**src/rtl/hilo_mult_unit.sv**
```systemverilog
// ---------------------------------------------------------------------------
// hilo_mult_unit
//
// Multi-cycle MULT/MULTU engine that also owns the HI/LO special registers.
// Decode issues an operation with a one-cycle start strobe and stalls while
// busy is high. Multiplies run a radix-2 shift-add over the magnitudes of the
// operands (one multiplier bit per cycle), then a final FIX cycle applies the
// sign and writes the 64-bit product into HI/LO. MTHI/MTLO complete in the
// issue cycle without entering the multiply sequence.
//
// Ports
//   clk     in   processor clock, rising edge
//   rst_n   in   asynchronous active-low reset
//   start   in   issue strobe, sampled on rising clk
//   op      in   00 MULT, 01 MULTU, 10 MTHI, 11 MTLO
//   rs_val  in   first operand / MTHI-MTLO source
//   rt_val  in   second operand
//   flush   in   synchronous abort of an in-flight multiply
//   busy    out  multiply in progress (RUN or FIX)
//   done    out  one-cycle pulse when HI/LO take a new product
//   hi      out  HI register
//   lo      out  LO register
// ---------------------------------------------------------------------------
module hilo_mult_unit #(
  parameter int WIDTH = 32
) (
  input  logic             clk,
  input  logic             rst_n,
  input  logic             start,
  input  logic [1:0]       op,
  input  logic [WIDTH-1:0] rs_val,
  input  logic [WIDTH-1:0] rt_val,
  input  logic             flush,
  output logic             busy,
  output logic             done,
  output logic [WIDTH-1:0] hi,
  output logic [WIDTH-1:0] lo
);

  localparam int CW = $clog2(WIDTH) + 1;

  localparam logic [1:0] OP_MULT  = 2'b00;
  localparam logic [1:0] OP_MTLO  = 2'b11;

  typedef enum logic [1:0] {
    IDLE = 2'd0,
    RUN  = 2'd1,
    FIX  = 2'd2
  } state_t;

  state_t               state;
  state_t               state_next;

  logic [2*WIDTH-1:0]   acc;
  logic [2*WIDTH-1:0]   mcand;
  logic [WIDTH-1:0]     mplier;
  logic [CW-1:0]        count;
  logic                 neg;

  logic                 issue_mul;
  logic                 issue_mt;
  logic                 is_signed;
  logic [WIDTH-1:0]     mag_a;
  logic [WIDTH-1:0]     mag_b;
  logic [2*WIDTH-1:0]   result;

  // Issue decode and operand conditioning. Only IDLE accepts a start, so a
  // strobe arriving while busy simply falls on the floor. For MULT a negative
  // operand is negated to its magnitude; the most negative value negates to
  // itself, which is still the right unsigned magnitude.
  always_comb begin
    issue_mul = 1'b0;
    issue_mt  = 1'b0;
    is_signed = 1'b0;
    mag_a     = rs_val;
    mag_b     = rt_val;
    result    = acc;

    if (state == IDLE && start) begin
      issue_mul = ~op[1];
      issue_mt  = op[1];
    end

    is_signed = (op == OP_MULT);
    if (is_signed && rs_val[WIDTH-1]) begin
      mag_a = -rs_val;
    end
    if (is_signed && rt_val[WIDTH-1]) begin
      mag_b = -rt_val;
    end

    if (neg) begin
      result = -acc;
    end
  end

  // State register. Reset lands in IDLE regardless of what was in flight.
  always_ff @(posedge clk or negedge rst_n) begin
    if (!rst_n) begin
      state <= IDLE;
    end else begin
      state <= state_next;
    end
  end

  // Next-state logic. RUN leaves on the edge where the counter steps from 1
  // to 0, so the counter reads 0 exactly when FIX is entered. flush wins over
  // both the last RUN step and FIX completion.
  always_comb begin
    state_next = state;
    busy       = (state != IDLE);

    case (state)
      IDLE: begin
        if (issue_mul) begin
          state_next = RUN;
        end
      end
      RUN: begin
        if (flush) begin
          state_next = IDLE;
        end else if (count <= CW'(1)) begin
          state_next = FIX;
        end
      end
      FIX: begin
        state_next = IDLE;
      end
      default: begin
        state_next = IDLE;
      end
    endcase
  end

  // Datapath and architectural registers. The accumulator only ever holds
  // the unsigned product of the magnitudes; HI/LO are written once, in FIX,
  // so partial products never leak out. MTHI/MTLO write straight through in
  // IDLE. done defaults low so it can only ever be a single-cycle pulse.
  always_ff @(posedge clk or negedge rst_n) begin
    if (!rst_n) begin
      acc    <= '0;
      mcand  <= '0;
      mplier <= '0;
      count  <= '0;
      neg    <= 1'b0;
      done   <= 1'b0;
      hi     <= '0;
      lo     <= '0;
    end else begin
      done <= 1'b0;

      case (state)
        IDLE: begin
          if (issue_mul) begin
            acc    <= '0;
            mcand  <= {{WIDTH{1'b0}}, mag_a};
            mplier <= mag_b;
            count  <= CW'(WIDTH);
            neg    <= is_signed & (rs_val[WIDTH-1] ^ rt_val[WIDTH-1]);
          end else if (issue_mt) begin
            if (op == OP_MTLO) begin
              lo <= rs_val;
            end else begin
              hi <= rs_val;
            end
          end
        end

        RUN: begin
          if (flush) begin
            count <= '0;
          end else begin
            if (mplier[0]) begin
              acc <= acc + mcand;
            end
            mcand  <= mcand << 1;
            mplier <= mplier >> 1;
            count  <= count - CW'(1);
          end
        end

        FIX: begin
          count <= '0;
          if (!flush) begin
            hi   <= result[2*WIDTH-1:WIDTH];
            lo   <= result[WIDTH-1:0];
            done <= 1'b1;
          end
        end

        default: begin
          count <= '0;
        end
      endcase
    end
  end

endmodule

```
**config.mk**
```make
export PLATFORM = sky130hd
export DESIGN_NAME = hilo_mult_unit
export DESIGN_NICKNAME = d
export VERILOG_FILES = /design/src/rtl/hilo_mult_unit.sv
export SDC_FILE = /design/constraint.sdc
export NUM_CORES = 1
export LEC_CHECK = 0
export CORE_ASPECT_RATIO = 0.5
export CORE_UTILIZATION = 43
export DETAILED_ROUTE_END_ITERATION = 16
export SYNTH_ARGS = -nofsm -noshare
export SYNTH_HDL_FRONTEND = slang
export SYNTH_SLANG_ARGS = --single-unit
export TNS_END_PERCENT = 100
```
**constraint.sdc**
```tcl
create_clock -name clk -period 2.7 [get_ports clk]
set_input_delay 0.54 -clock clk [delete_from_list [all_inputs] [get_ports clk]]
set_output_delay 0.54 -clock clk [all_outputs]
set_load 0.05 [all_outputs]
```
Word-level counts from Yosys, hierarchy flattened
Cells that the tools add are included.
W data, S select, Z words.
{"block": "totals", "input_bits": 70, "regBits": 234, "word_cells": 78, "output_inout_bits": 66}
{"block": "classes", "n_eq_ne": 12, "order_cmp": 1, "reduce_logical": 14, "bitwise": 3, "n_addsub": 5, "mux": 34}
{"operator": "$mux W32", "n": 12}
{"operator": "$mux W64", "n": 6}
{"operator": "$pmux W64 S2", "n": 2}
{"operator": "$pmux W32 S2", "n": 3}
{"operator": "$add A64 B64 Y64", "n": 1}
{"operator": "$neg A32 Y32", "n": 2}
{"operator": "$neg A64 Y64", "n": 1}
{"operator": "$ne A2 B2 Y1 const B", "n": 7}
{"operator": "$mux W6", "n": 2}
{"operator": "$pmux W6 S2", "n": 1}
{"operator": "$reduce_and A5 Y1", "n": 2}
{"operator": "$le A6 B1 Y1 const B", "n": 1}
{"operator": "$mux W2", "n": 3}
{"operator": "$reduce_bool A2 Y1", "n": 3}
{"operator": "$sub A6 B1 Y6 const B", "n": 1}
{"operator": "$eq A2 B2 Y1 const B", "n": 2}
{"operator": "$logic_not A2 Y1", "n": 2}
{"operator": "$mux W1", "n": 4}
{"operator": "$pmux W2 S2", "n": 1}
{"operator": "$reduce_and A2 Y1", "n": 2}
{"operator": "$reduce_and A4 Y1", "n": 1}
{"operator": "$logic_and A1 B1 Y1", "n": 3}
{"operator": "$ne A3 B3 Y1 const B", "n": 1}
{"operator": "$reduce_and A3 Y1", "n": 1}
{"operator": "other kinds (5)", "n": 5}

Logic depth before layout (Yosys ltp)
Gate-level depths: netlist of the first run.
{"block": "depth", "word_depth": 6, "mapped_depth": 12, "mapped_depth_nobuf": 12}

Least setup slack after synthesis of the first run
OpenSTA, ideal clock, no wires.
{"block": "synth_timing", "kind": "register -> register", "startpoint": "reg acc[3]", "endpoint": "reg acc[61]", "arrival_time_ps": 2828, "stages_incl_launch_ff": 11, "slack_ps": -254, "required_time_ps": 2574, "path_cell_list": "dfrtp_1 -> ha_1 -> o21a_1 -> nand3_1 -> a211oi_2 -> o2111ai_1 -> a2111oi_0 -> o2111ai_1 -> and2_1 -> o2111a_1 -> a221o_1"}
{"block": "synth_via", "elab_chain_len": 4}
{"item": "from (decl)", "line": "54", "source": "logic [2*WIDTH-1:0] acc;"}
{"item": "from (signal assigned)", "line": "174", "source": "acc <= acc + mcand;"}
{"item": "$add A64 B64 Y64", "line": "174"}
{"item": "$mux W64", "line": "173", "source": "if (mplier[0]) begin"}
{"item": "$mux W64", "line": "170", "source": "if (flush) begin"}
{"item": "$pmux W64 S2", "line": "152", "source": "case (state)"}
Every way passes these cells. The select of a mux whose other input is x is not followed.
A chain may end at the register's enable or synchronous reset.

Final worst setup path of the first run
{"block": "layout_timing", "startpoint": "reg mcand[3]", "endpoint": "reg acc[49]"}
{"block": "layout_via", "elab_chain_len": 4}
{"item": "from (decl)", "line": "55", "source": "logic [2*WIDTH-1:0] mcand;"}
{"item": "from (signal assigned)", "line": "156", "source": "mcand <= {{WIDTH{1'b0}}, mag_a};"}
{"item": "from (signal assigned)", "line": "176", "source": "mcand <= mcand << 1;"}
{"item": "$add A64 B64 Y64", "line": "174"}
{"item": "$mux W64", "line": "173"}
{"item": "$mux W64", "line": "170"}
{"item": "$pmux W64 S2", "line": "152"}
Every way passes these cells. The select of a mux whose other input is x is not followed.

==> Implementation_results.wiki, run 1 <==
{| class="wikitable"
! Metric !! Value
|-
| Number of clock sinks || 234
|-
| Final Critical Period || 3.05 ns
|-
| Distinct cells, synth || 77
|-
| FF+latch count, synth || 234
|-
| Total power || 21.9 mW
|-
| Power per Cell Area || 944 nW/µm²
|-
| Data arrival at the endpoint of the critical path || 3.51 ns
|-
| Maximum clock path buffer count || 3
|-
| Share of synthesized registers carrying an async set or reset || 1.00
|-
| Top flip-flop cell by instance count after synthesis || sky130_fd_sc_hd__dfrtp_1
|-
| Leakage Power || 10.2 nW
|-
| Number of standard cells after synthesis || 2,030
|-
| Cell Area, Placed || 21,100 µm²
|-
| Worst hold slack across all endpoints || 0.475 ns
|-
| Top-area cell type share of the netlist area || 0.361
|-
| Worst slew margin relative to its limit || 0.533
|-
| Combinational power share || 0.579
|-
| Max Cap Violations || 0
|-
| Total global-route track usage || 0.296
|-
| Final setup vio count || 50
|-
| Type of element launching the critical path || register
|-
| Clock-pin slew on the worst setup and hold paths || 0.07 ns
|-
| Type of the tightest min-delay check || in -> async
|-
| Max VDD drop || 698 µV
|-
| Core region area || 36,500 µm²
|-
| Synth Area in XOR/XNOR || 0.0859
|-
| Fraction of final layout cells with drive strength greater than 1 || 0.264
|-
| Compound-gate portion of the synthesized area || 0.256
|-
| Run status || finished, violations left
|-
| Post-route cell area || 23,200 µm²
|-
| Sw Share || 0.448
|-
| Pin count of the biggest net entering global routing || 80
|-
| Worst-case register-to-register setup slack || -0.35 ns
|-
| Final WL || 57,800 µm
|-
| Detailed placer's ending HPWL || 44,100 µm
|-
| Internal portion of total power || 12.1 mW
|-
| Synthesized net count || 2,169
|-
| Critical register-to-register path startpoint || mcand[3]
|-
| Number of enable-type register cells in the synthesized netlist || 0
|-
| Vias in the first global route || 16,500
|-
| Die span in x || 277 µm
|-
| Failing checks || setup timing
|-
| Most used cells in the layout excluding fill and tap cells || sky130_fd_sc_hd__buf_4, sky130_fd_sc_hd__nand2_1, sky130_fd_sc_hd__dfrtp_1
|-
| Number of port buffers || 135
|-
| Dominant combinational cell family by area after synthesis || compound AO/OA/AOI/OAI gates
|-
| Post-synthesis instance area || 16,200 µm²
|-
| Number of buffers created by CTS || 26
|-
| Worst Skew || 0.0316 ns
|-
| WP data required || 3.16 ns
|-
| Critical path class || reg -> reg
|-
| Leading cell type in the layout, fill and taps excluded || sky130_fd_sc_hd__buf_4
|-
| Number of nets in the final layout || 2,629
|-
| Setup Total Neg Slack || -6.70 ns
|-
| Maximum fanout along the worst path || 4
|-
| Die Area || 38,500 µm²
|-
| Core Rows || 49
|-
| Routability-driven placement congestion ratio || 0.953
|-
| Iter 0 DRT Violations || 1,367
|-
| Endpoint type of the worst setup path || register
|-
| RSZ-0062 raised after global routing || true
|-
| Fmax || 328 MHz
|-
| Number of pins exceeding their max-slew limit in the final report || 0
|-
| Reg-to-reg critical path endpoint || acc[49]
|-
| Vias/cell || 5.61
|-
| Clock tree from TritonCTS || yes
|-
| Net switching power figure || 9.84 mW
|-
| Post-route ant nets || 0
|-
| Mux cell area share after synthesis || 0.00556
|-
| Cell taking the most area after synthesis || sky130_fd_sc_hd__dfrtp_1
|-
| Antenna fix cells || 0
|-
| Sequential power share || 0.251
|-
| Slew at the pin closest to its max-slew limit || 0.693 ns
|-
| Clock root buffer || sky130_fd_sc_hd__clkbuf_16
|-
| Hold Vio Cnt, Final || 0
|-
| Leading cell types by total area after synthesis || sky130_fd_sc_hd__dfrtp_1, sky130_fd_sc_hd__o21ai_0, sky130_fd_sc_hd__nand2_1, sky130_fd_sc_hd__a21oi_1, sky130_fd_sc_hd__ha_1
|-
| Cell count of the worst reg-to-reg path || 11
|-
| Die Y || 139 µm
|-
| Top-level I/O count || 136
|-
| Portion of the post-synthesis area used by sequential elements || 0.361
|-
| Synthesis Warnings || 0
|-
| Post-Synth Adder-Cell Area || 0.0537
|-
| Simple-gate area share of the yosys netlist || 0.201
|-
| Antenna violations before repair || 0
|-
| CTS HTree Levels || 1
|-
| Fin crit share || 1.13
|-
| Final core utilization || 0.636
|-
| Syn-to-layout area delta || 43.3%
|-
| Sum of overflow across all layers after global routing || 0
|-
| Worst Slack Setup Final || -0.352 ns
|-
| Global-route wire length before repair || 90,600 µm
|-
| Starting density of the core || 0.444
|-
| Detailed Routing Iterations Pass 1 || 5
|-
| Routed length per placed instance || 19.3 µm
|-
| Mean instance size in the synthesized netlist || 7.99 µm²
|-
| Total vias in the final route || 16,800
|-
| Number of design rule violations left after detail routing || 0
|-
| Part of the total power dissipated in the clock network || 0.170
|-
| Worst-skew pair later-pin latency || 0.57 ns
|}
synthesized netlist by cell type, types with 4 or more instances:
master and n:
sky130_fd_sc_hd__and3_1 13, sky130_fd_sc_hd__a31o_2 4, sky130_fd_sc_hd__nand4_1 35, sky130_fd_sc_hd__a221o_1 4, sky130_fd_sc_hd__nor2b_1 4, sky130_fd_sc_hd__nor2_1 184
sky130_fd_sc_hd__a31oi_1 15, sky130_fd_sc_hd__a22o_1 4, sky130_fd_sc_hd__o41ai_1 11, sky130_fd_sc_hd__or3_1 21, sky130_fd_sc_hd__dfrtp_1 234, sky130_fd_sc_hd__nand3_1 27
sky130_fd_sc_hd__or2_2 9, sky130_fd_sc_hd__nor4_1 13, sky130_fd_sc_hd__clkbuf_1 110, sky130_fd_sc_hd__buf_1 5, sky130_fd_sc_hd__a221oi_1 15, sky130_fd_sc_hd__or4_1 12
sky130_fd_sc_hd__xor2_1 77, sky130_fd_sc_hd__o31ai_1 71, sky130_fd_sc_hd__xnor2_1 82, sky130_fd_sc_hd__o21a_1 15, sky130_fd_sc_hd__a21boi_0 9, sky130_fd_sc_hd__o21ai_0 254
sky130_fd_sc_hd__nand2b_1 8, sky130_fd_sc_hd__a211oi_1 12, sky130_fd_sc_hd__inv_1 38, sky130_fd_sc_hd__nand2_1 325, sky130_fd_sc_hd__o21bai_1 17, sky130_fd_sc_hd__and2_1 8
sky130_fd_sc_hd__mux2i_1 9, sky130_fd_sc_hd__ha_1 68, sky130_fd_sc_hd__a21o_1 26, sky130_fd_sc_hd__o2111ai_1 5, sky130_fd_sc_hd__a21oi_1 180, sky130_fd_sc_hd__nor3_1 39
area by class of cell:
type                            instances  area, µm²
Fill cell                            3203      13300
Multi-Input combinational cell       1639      11000
Sequential cell                       234       5860
Timing Repair Buffer                  550       4740
Clock buffer                           32        713
Tap cell                              484        606
Clock inverter                         15        160
Inverter                               39        146
flip-flops by register name (all words and copies together) (netlist names):
name	count
mcand	64
count	6
lo	32
done	1
hi	32
mplier	32
acc	64
neg	1
state	2
cells by family after synthesis:
| family | after synthesis |
|---|---|
| multiplexers | 9 |
| adder cells (fa/ha/maj) | 69 |
| XOR/XNOR | 159 |
| flip-flops | 234 |
| AND/OR/NAND/NOR | 721 |
| AO/OA/AOI/OAI | 681 |
| buffers and inverters | 157 |
worst max-delay path by stage:
stage               cells after the start        end      start
floorplan                               8     hi[13]    acc[29]
global placement                       10  mcand[27]  rs_val[5]
detailed placement                     10  mcand[25]  rs_val[5]
CTS                                     9     hi[13]    acc[26]
global route                           11    acc[49]   mcand[2]
finish                                 11    acc[49]   mcand[3]
through the flow:
stage / setup WS (ns) / std cells
2_1_floorplan: -0.0610 / 2030
3_3_place_gp: -0.600 / 2927
3_5_place_dp: -0.647 / 2927
4_1_cts: -0.280 / 2986
5_1_grt: -0.508 / 2993
6_report: -0.352 / 2993
layer usage:
metal	up-vias	part of all wire	wire length, µm	track usage
li1	8214	-	-	-
met1	8055	0.44	25700	0.400
met2	444	0.46	26900	0.489
met3	92	0.067	3880	0.0588
met4	0	0.024	1380	0.0705
met5	-	0	0	0
what timing repair did:
| item | in CTS | in global routing |
|---|---|---|
| buffers inserted | 13 | 8 |
| endpoints found under the setup margin | 74 | 86 |
| hold buffers | 1 | 0 |
| pin swaps | 78 | 82 |
| gates resized for setup | 155 | 108 |
| hold endpoints to repair | 55 | 0 |
power groups by stage:
stage | Clock [mW] | Sequential [mW] | Combinational [mW]
2_1_floorplan | 0 | 7.01 | 4.84
3_3_place_gp | 0 | 5.50 | 11.2
3_5_place_dp | 0 | 5.52 | 11.3
4_1_cts | 3.79 | 5.50 | 12.1
5_1_grt | 3.92 | 5.61 | 13.6
6_report | 3.74 | 5.50 | 12.7
worst max-delay path, cell delays in order, from the launching register on:
cell,delay [ns]
sky130_fd_sc_hd__dfrtp_1,0.42
sky130_fd_sc_hd__ha_4,0.28
sky130_fd_sc_hd__o21a_1,0.17
sky130_fd_sc_hd__nand3_2,0.13
sky130_fd_sc_hd__a211oi_4,0.32
sky130_fd_sc_hd__o2111ai_4,0.19
sky130_fd_sc_hd__a2111oi_4,0.33
sky130_fd_sc_hd__buf_4,0.20
sky130_fd_sc_hd__o2111ai_4,0.19
sky130_fd_sc_hd__a21o_1,0.25
sky130_fd_sc_hd__o2111a_1,0.24
sky130_fd_sc_hd__a221o_1,0.25
Note: power is estimated with default switching activity, not from simulation.
==> run 2: changes to the inputs <==
CORE_ASPECT_RATIO = 0.75   (was 0.5)
==> run 2 against run 1 <==
Net effect: the flow still finishes with violations (setup timing); fmax shrank 4.9%; global-route usage increased by 2.3 points; sequential share of layout area fell by 0.36 points; critical path type unchanged; critical endpoint is now acc[53]; largest cell class unchanged; largest power group unchanged.
==> Implementation_results.wiki, run 2 (synthesis gave the netlist of run 1 again) <==
{| class="wikitable"
! Metric !! Value
|-
| Final Critical Period || 3.21 ns
|-
| RSZ-0062 raised after global routing || true
|-
| Vias/cell || 5.71
|-
| Worst-skew pair later-pin latency || 0.57 ns
|-
| Top-level I/O count || 136
|-
| Largest registers in the final layout || acc x64, mcand x64
|-
| Setup Total Neg Slack || -13.69 ns
|-
| Worst hold slack across all endpoints || 0.464 ns
|-
| Number of buffers created by CTS || 26
|-
| Final setup vio count || 65
|-
| Max Cap Violations || 0
|-
| Endpoint type of the worst setup path || register
|-
| Number of clock sinks || 234
|-
| Hold Vio Cnt, Final || 0
|-
| Global-route wire length before repair || 95,200 µm
|-
| Final WL || 61,500 µm
|-
| Critical path class || reg -> reg
|-
| Leading cell type in the layout, fill and taps excluded || sky130_fd_sc_hd__buf_4
|-
| Leakage Power || 10.3 nW
|-
| Iter 0 DRT Violations || 1,495
|-
| Vias in the first global route || 16,600
|-
| Clock-pin slew on the worst setup and hold paths || 0.06 ns
|-
| Failing checks || setup timing
|-
| Total global-route track usage || 0.319
|-
| Starting density of the core || 0.437
|-
| Maximum fanout along the worst path || 4
|-
| Type of the tightest min-delay check || in -> async
|-
| Fin crit share || 1.19
|-
| Core Rows || 61
|-
| Pin count of the biggest net entering global routing || 121
|-
| Antenna fix cells || 0
|-
| Fill cells || 3,234
|-
| Routed length per placed instance || 20.2 µm
|-
| Data arrival at the endpoint of the critical path || 3.67 ns
|-
| WP data required || 3.16 ns
|-
| Post-route ant nets || 0
|-
| Clock tree from TritonCTS || yes
|-
| Die Y || 170 µm
|-
| Critical register-to-register path startpoint || acc[3]
|-
| Run status || finished, violations left
|-
| Power per Cell Area || 955 nW/µm²
|-
| Max VDD drop || 590 µV
|-
| Most used cells in the layout excluding fill and tap cells || sky130_fd_sc_hd__buf_4, sky130_fd_sc_hd__nand2_1, sky130_fd_sc_hd__dfrtp_1
|-
| Sum of overflow across all layers after global routing || 0
|-
| Routability-driven placement congestion ratio || 0.991
|-
| Antenna violations before repair || 1
|-
| Syn-to-layout area delta || 45.5%
|-
| Slew at the pin closest to its max-slew limit || 0.793 ns
|-
| Fraction of final layout cells with drive strength greater than 1 || 0.275
|-
| Clock root buffer || sky130_fd_sc_hd__clkbuf_16
|-
| Maximum clock path buffer count || 3
|-
| Die Area || 38,500 µm²
|-
| Detailed Routing Iterations Pass 1 || 5
|-
| Type of element launching the critical path || register
|-
| Number of nets in the final layout || 2,658
|-
| Worst setup startpoint || acc[3]
|-
| Worst Skew || 0.0114 ns
|-
| Worst Slack Setup Final || -0.510 ns
|-
| Total vias in the final route || 17,400
|-
| Number of port buffers || 135
|-
| Core region area || 37,100 µm²
|-
| Detailed placer's ending HPWL || 46,400 µm
|-
| Die span in x || 226 µm
|-
| CTS HTree Levels || 1
|-
| Fmax || 312 MHz
|-
| Number of design rule violations left after detail routing || 0
|-
| Number of pins exceeding their max-slew limit in the final report || 0
|-
| Worst slew margin relative to its limit || 0.472
|}
[run 2: cell count changes in the layout (fill, tap and decap cells not counted), sizes merged]
cell	previous run	this run
buf	415	444
clkbuf	32	36
clkinv	9	7
clkinvlp	4	2
bufinv	2	3
clkdlybuf4s50	128	129
dlymetal6s2s	6	5
[run 2: worst max-delay path, stage by stage (launching register included)]
cell                        delay (ns)
sky130_fd_sc_hd__dfrtp_1          0.42
sky130_fd_sc_hd__ha_4             0.29
sky130_fd_sc_hd__o21a_1           0.15
sky130_fd_sc_hd__nand3_2          0.12
sky130_fd_sc_hd__a211oi_4         0.34
sky130_fd_sc_hd__o2111ai_4        0.21
sky130_fd_sc_hd__a2111oi_4        0.37
sky130_fd_sc_hd__buf_4            0.20
sky130_fd_sc_hd__o2111ai_4        0.17
sky130_fd_sc_hd__a2111oi_4        0.43
sky130_fd_sc_hd__buf_4            0.18
sky130_fd_sc_hd__nor3_2           0.04
sky130_fd_sc_hd__o31ai_1          0.20
[run 2: worst paths after layout]
path / depth (start not counted) / endpoint / slack (ns)
max in group asynchronous: 3 / acc[37] / 1.36
setup reg to reg: 12 / acc[53] / -0.51
hold reg to reg: 2 / lo[18] / 0.47
hold / removal: 2 / lo[4] / 0.46
min in group clk: 2 / lo[18] / 0.47
setup / recovery: 12 / acc[53] / -0.51
[run 2: layout make-up]
class	count	area (µm²)	share of cell area
Clock inverter	12	148	0.00626
Tap cell	504	631	0.0267
Clock buffer	36	769	0.0326
Timing Repair Buffer	579	4890	0.207
Multi-Input combinational cell	1639	11100	0.472
Sequential cell	234	5860	0.248
Inverter	39	146	0.00620
[run 2: repair_timing]
action                     in CTS  in global routing
pin swaps                      78                 82
gates resized for setup       170                133
hold endpoints to repair       36                  0
buffers inserted               24                 20
setup endpoints to repair      80                 96
hold buffers                    1                  0
[run 2: power by group]
group | total, mW | leakage (nW) | internal (mW) | switching [mW]
registers | 5.59 | 3.04 | 4.63 | 0.968
logic | 13.1 | 6.83 | 5.54 | 7.52
clock network | 3.87 | 0.450 | 2.28 | 1.59
[run 2: routing by layer]
layer  up-vias  part of all wire  routed length (µm)  global-route usage
met5         -           0.00021                  13                   0
met1      8373              0.46               28200               0.453
met3       127             0.070                4320              0.0558
met2       618              0.44               27100               0.497
li1       8263                 -                   -                   -
met4         2             0.031                1910              0.0884
[run 2: per-stage QoR]
stage	power, mW	util	instances	setup WS (ns)	instance area (µm²)
final	22.5	0.636	3043	-0.510	23600
after global routing	23.8	0.636	3043	-0.598	23600
after CTS	21.6	0.615	3025	-0.438	22800
after detailed placement	16.8	0.568	2956	-0.727	21100
after global placement	16.6	0.568	2956	-0.675	21100
after floorplan	11.9	-	2030	-0.0610	16400
==> run 3: changes to the inputs <==
PLACE_DENSITY = 0.69   (was default)
==> run 3 against run 2 <==
Net effect: the flow still finishes with violations (setup timing); highest routed layer unchanged; clock skew grew 0.0061 ns; global-route usage grew 0.92 points; sequential cell count is the same; clock power grew 3%; non-clock buffer count grew 55.
==> Implementation_results.wiki, run 3 (synthesis gave the netlist of run 1 again) <==
{| class="wikitable"
! Metric !! Value
|-
| Die span in x || 226 µm
|-
| CTS HTree Levels || 1
|-
| Pre-CTS setup slack || -0.723 ns
|-
| Category of cells accounting for the largest share of critical-path delay || compound AO/OA/AOI/OAI gates
|-
| Vias/cell || 5.77
|-
| Cell Chain, Critical Path || ha_4 -> o21a_1 -> nand3_2 -> a211oi_4 -> o2111ai_4 -> a2111oi_4 -> buf_4 -> o2111ai_4 -> a21o_1 -> o2111a_1 -> a221o_1
|-
| Final WL || 64,500 µm
|-
| Max VDD drop || 846 µV
|-
| Leading cell type in the layout, fill and taps excluded || sky130_fd_sc_hd__buf_4
|-
| Clock-pin slew on the worst setup and hold paths || 0.07 ns
|-
| Maximum clock path buffer count || 3
|-
| Worst stage delay on the critical path || 0.41 ns
|-
| Power per Cell Area || 971 nW/µm²
|-
| Critical path class || reg -> reg
|-
| Worst Skew || 0.0175 ns
|-
| Number of design rule violations left after detail routing || 0
|-
| Crit path buffers/inverters || 1
|-
| Slew at the pin closest to its max-slew limit || 0.942 ns
|-
| Clock tree from TritonCTS || yes
|-
| Multi-input gate area || 11,400 µm²
|-
| Die Y || 170 µm
|-
| Clock root buffer || sky130_fd_sc_hd__clkbuf_16
|-
| Top-level I/O count || 136
|-
| Post-route ant nets || 0
|-
| Fraction of final layout cells with drive strength greater than 1 || 0.303
|-
| Die Area || 38,500 µm²
|-
| Total global-route track usage || 0.328
|-
| Starting density of the core || 0.437
|-
| Antenna fix cells || 0
|-
| Number of port buffers || 135
|-
| Core Rows || 61
|-
| Sequential cell area in the final layout || 5860 µm²
|-
| Worst slew margin relative to its limit || 0.372
|-
| RSZ-0062 raised after global routing || true
|-
| Type of element launching the critical path || register
|-
| Most used cells in the layout excluding fill and tap cells || sky130_fd_sc_hd__buf_4, sky130_fd_sc_hd__nand2_1, sky130_fd_sc_hd__dfrtp_1
|-
| Sum of overflow across all layers after global routing || 0
|-
| Detailed Routing Iterations Pass 1 || 8
|-
| Worst-case register-to-register setup slack || -0.42 ns
|-
| Routed length per placed instance || 20.8 µm
|-
| Largest registers in the final layout || acc x64, mcand x64
|-
| Hold Vio Cnt, Final || 0
|-
| Fill cells || 3,059
|-
| Total vias in the final route || 17,900
|-
| Critical register-to-register path startpoint || acc[2]
|-
| Crit-path most repeated cell || sky130_fd_sc_hd__o2111ai_4
|-
| Final core utilization || 0.658
|-
| Cell Area, Placed || 21,400 µm²
|-
| WP data required || 3.17 ns
|-
| Syn-to-layout area delta || 50.5%
|-
| Fin crit share || 1.16
|-
| Worst Hold Depth || 2
|-
| Run status || finished, violations left
|-
| Detailed placer's ending HPWL || 47,900 µm
|-
| Worst-skew pair later-pin latency || 0.58 ns
|-
| Number of buffers created by CTS || 28
|-
| Number of pins exceeding their max-slew limit in the final report || 0
|-
| Vias in the first global route || 16,900
|-
| Endpoint type of the worst setup path || register
|-
| Data arrival at the endpoint of the critical path || 3.59 ns
|-
| Antenna violations before repair || 2
|-
| Post-route cell area || 24,400 µm²
|-
| Type of the tightest min-delay check || reg -> reg
|-
| Leakage Power || 10.7 nW
|-
| Maximum fanout along the worst path || 4
|-
| Reg-to-reg critical path endpoint || acc[49]
|-
| Final Critical Period || 3.12 ns
|-
| Slowest stage cell on the critical path || sky130_fd_sc_hd__dfrtp_1
|-
| Max Cap Violations || 0
|-
| Worst Hold Path EP || mplier[19]
|-
| Worst Slack Setup Final || -0.423 ns
|-
| Number of clock sinks || 234
|-
| Core region area || 37,100 µm²
|-
| Number of nets in the final layout || 2,715
|-
| Failing checks || setup timing
|-
| Pin count of the biggest net entering global routing || 82
|-
| Routability-driven placement congestion ratio || 0.997
|-
| Startpoint of the worst hold path || mplier[19]
|-
| Global-route wire length before repair || 97,400 µm
|-
| Iter 0 DRT Violations || 1,961
|-
| Final setup vio count || 67
|-
| Fmax || 320 MHz
|-
| Cell count of the worst reg-to-reg path || 11
|}
## run 3: metrics by stage
stage / TNS, ns / hold slack (ns) / instances / power (mW)
final: -11.39 / 0.480 / 3102 / 23.7
after global placement: -24.81 / 0.459 / 3002 / 17.0
after floorplan: -0.172 / 0.244 / 2030 / 11.9
after detailed placement: -30.30 / 0.470 / 3002 / 17.2
after global routing: -19.33 / 0.497 / 3102 / 24.9
after CTS: -9.53 / 0.482 / 3083 / 22.3
## run 3: how the worst max path moves through the flow
stage                         start         to  slack, ns  depth (start not counted)
final                        acc[2]    acc[49]      -0.42                         11
after global routing         acc[1]    acc[53]      -0.61                         12
after CTS                    acc[1]    acc[53]      -0.44                         11
after detailed placement  rs_val[5]  mcand[25]      -0.72                         10
after global placement    rs_val[5]  mcand[25]      -0.71                         10
after floorplan             acc[29]     hi[13]      -0.06                          8
## run 3: where the power goes
| group | total [mW] | switching, mW | internal (mW) |
|---|---|---|---|
| clock network | 4.00 | 1.68 | 2.32 |
| logic | 14.2 | 8.11 | 6.10 |
| registers | 5.49 | 0.865 | 4.63 |
## run 3: layer usage
| layer | share of wire | vias up | track usage |
|---|---|---|---|
| met2 | 0.44 | 736 | 0.504 |
| met5 | 0.00020 | - | 0 |
| met4 | 0.034 | 2 | 0.0969 |
| li1 | - | 8363 | - |
| met1 | 0.44 | 8684 | 0.468 |
| met3 | 0.080 | 121 | 0.0587 |
## run 3: repair_timing
action,in CTS,in global routing
hold buffers,1,0
setup endpoints to repair,80,102
pin swaps,101,106
resized for setup,180,200
hold endpoints to repair,55,0
buffers inserted,33,23
cloned,0,0
## run 3: final cells by class
class | count | area share
well taps | 504 | 0.0258
flip-flops and latches | 234 | 0.240
repair buffers | 634 | 0.221
clock inverters | 13 | 0.00702
clock buffers | 39 | 0.0320
multi-input cells | 1639 | 0.468
inverters | 39 | 0.00610
## run 3: tightest hold or removal path: cells and delay by family, from the launching register on
family	cells	cell delay, ns
compound gates	1	0.06
simple gates	1	0.04
flops	1	0.34
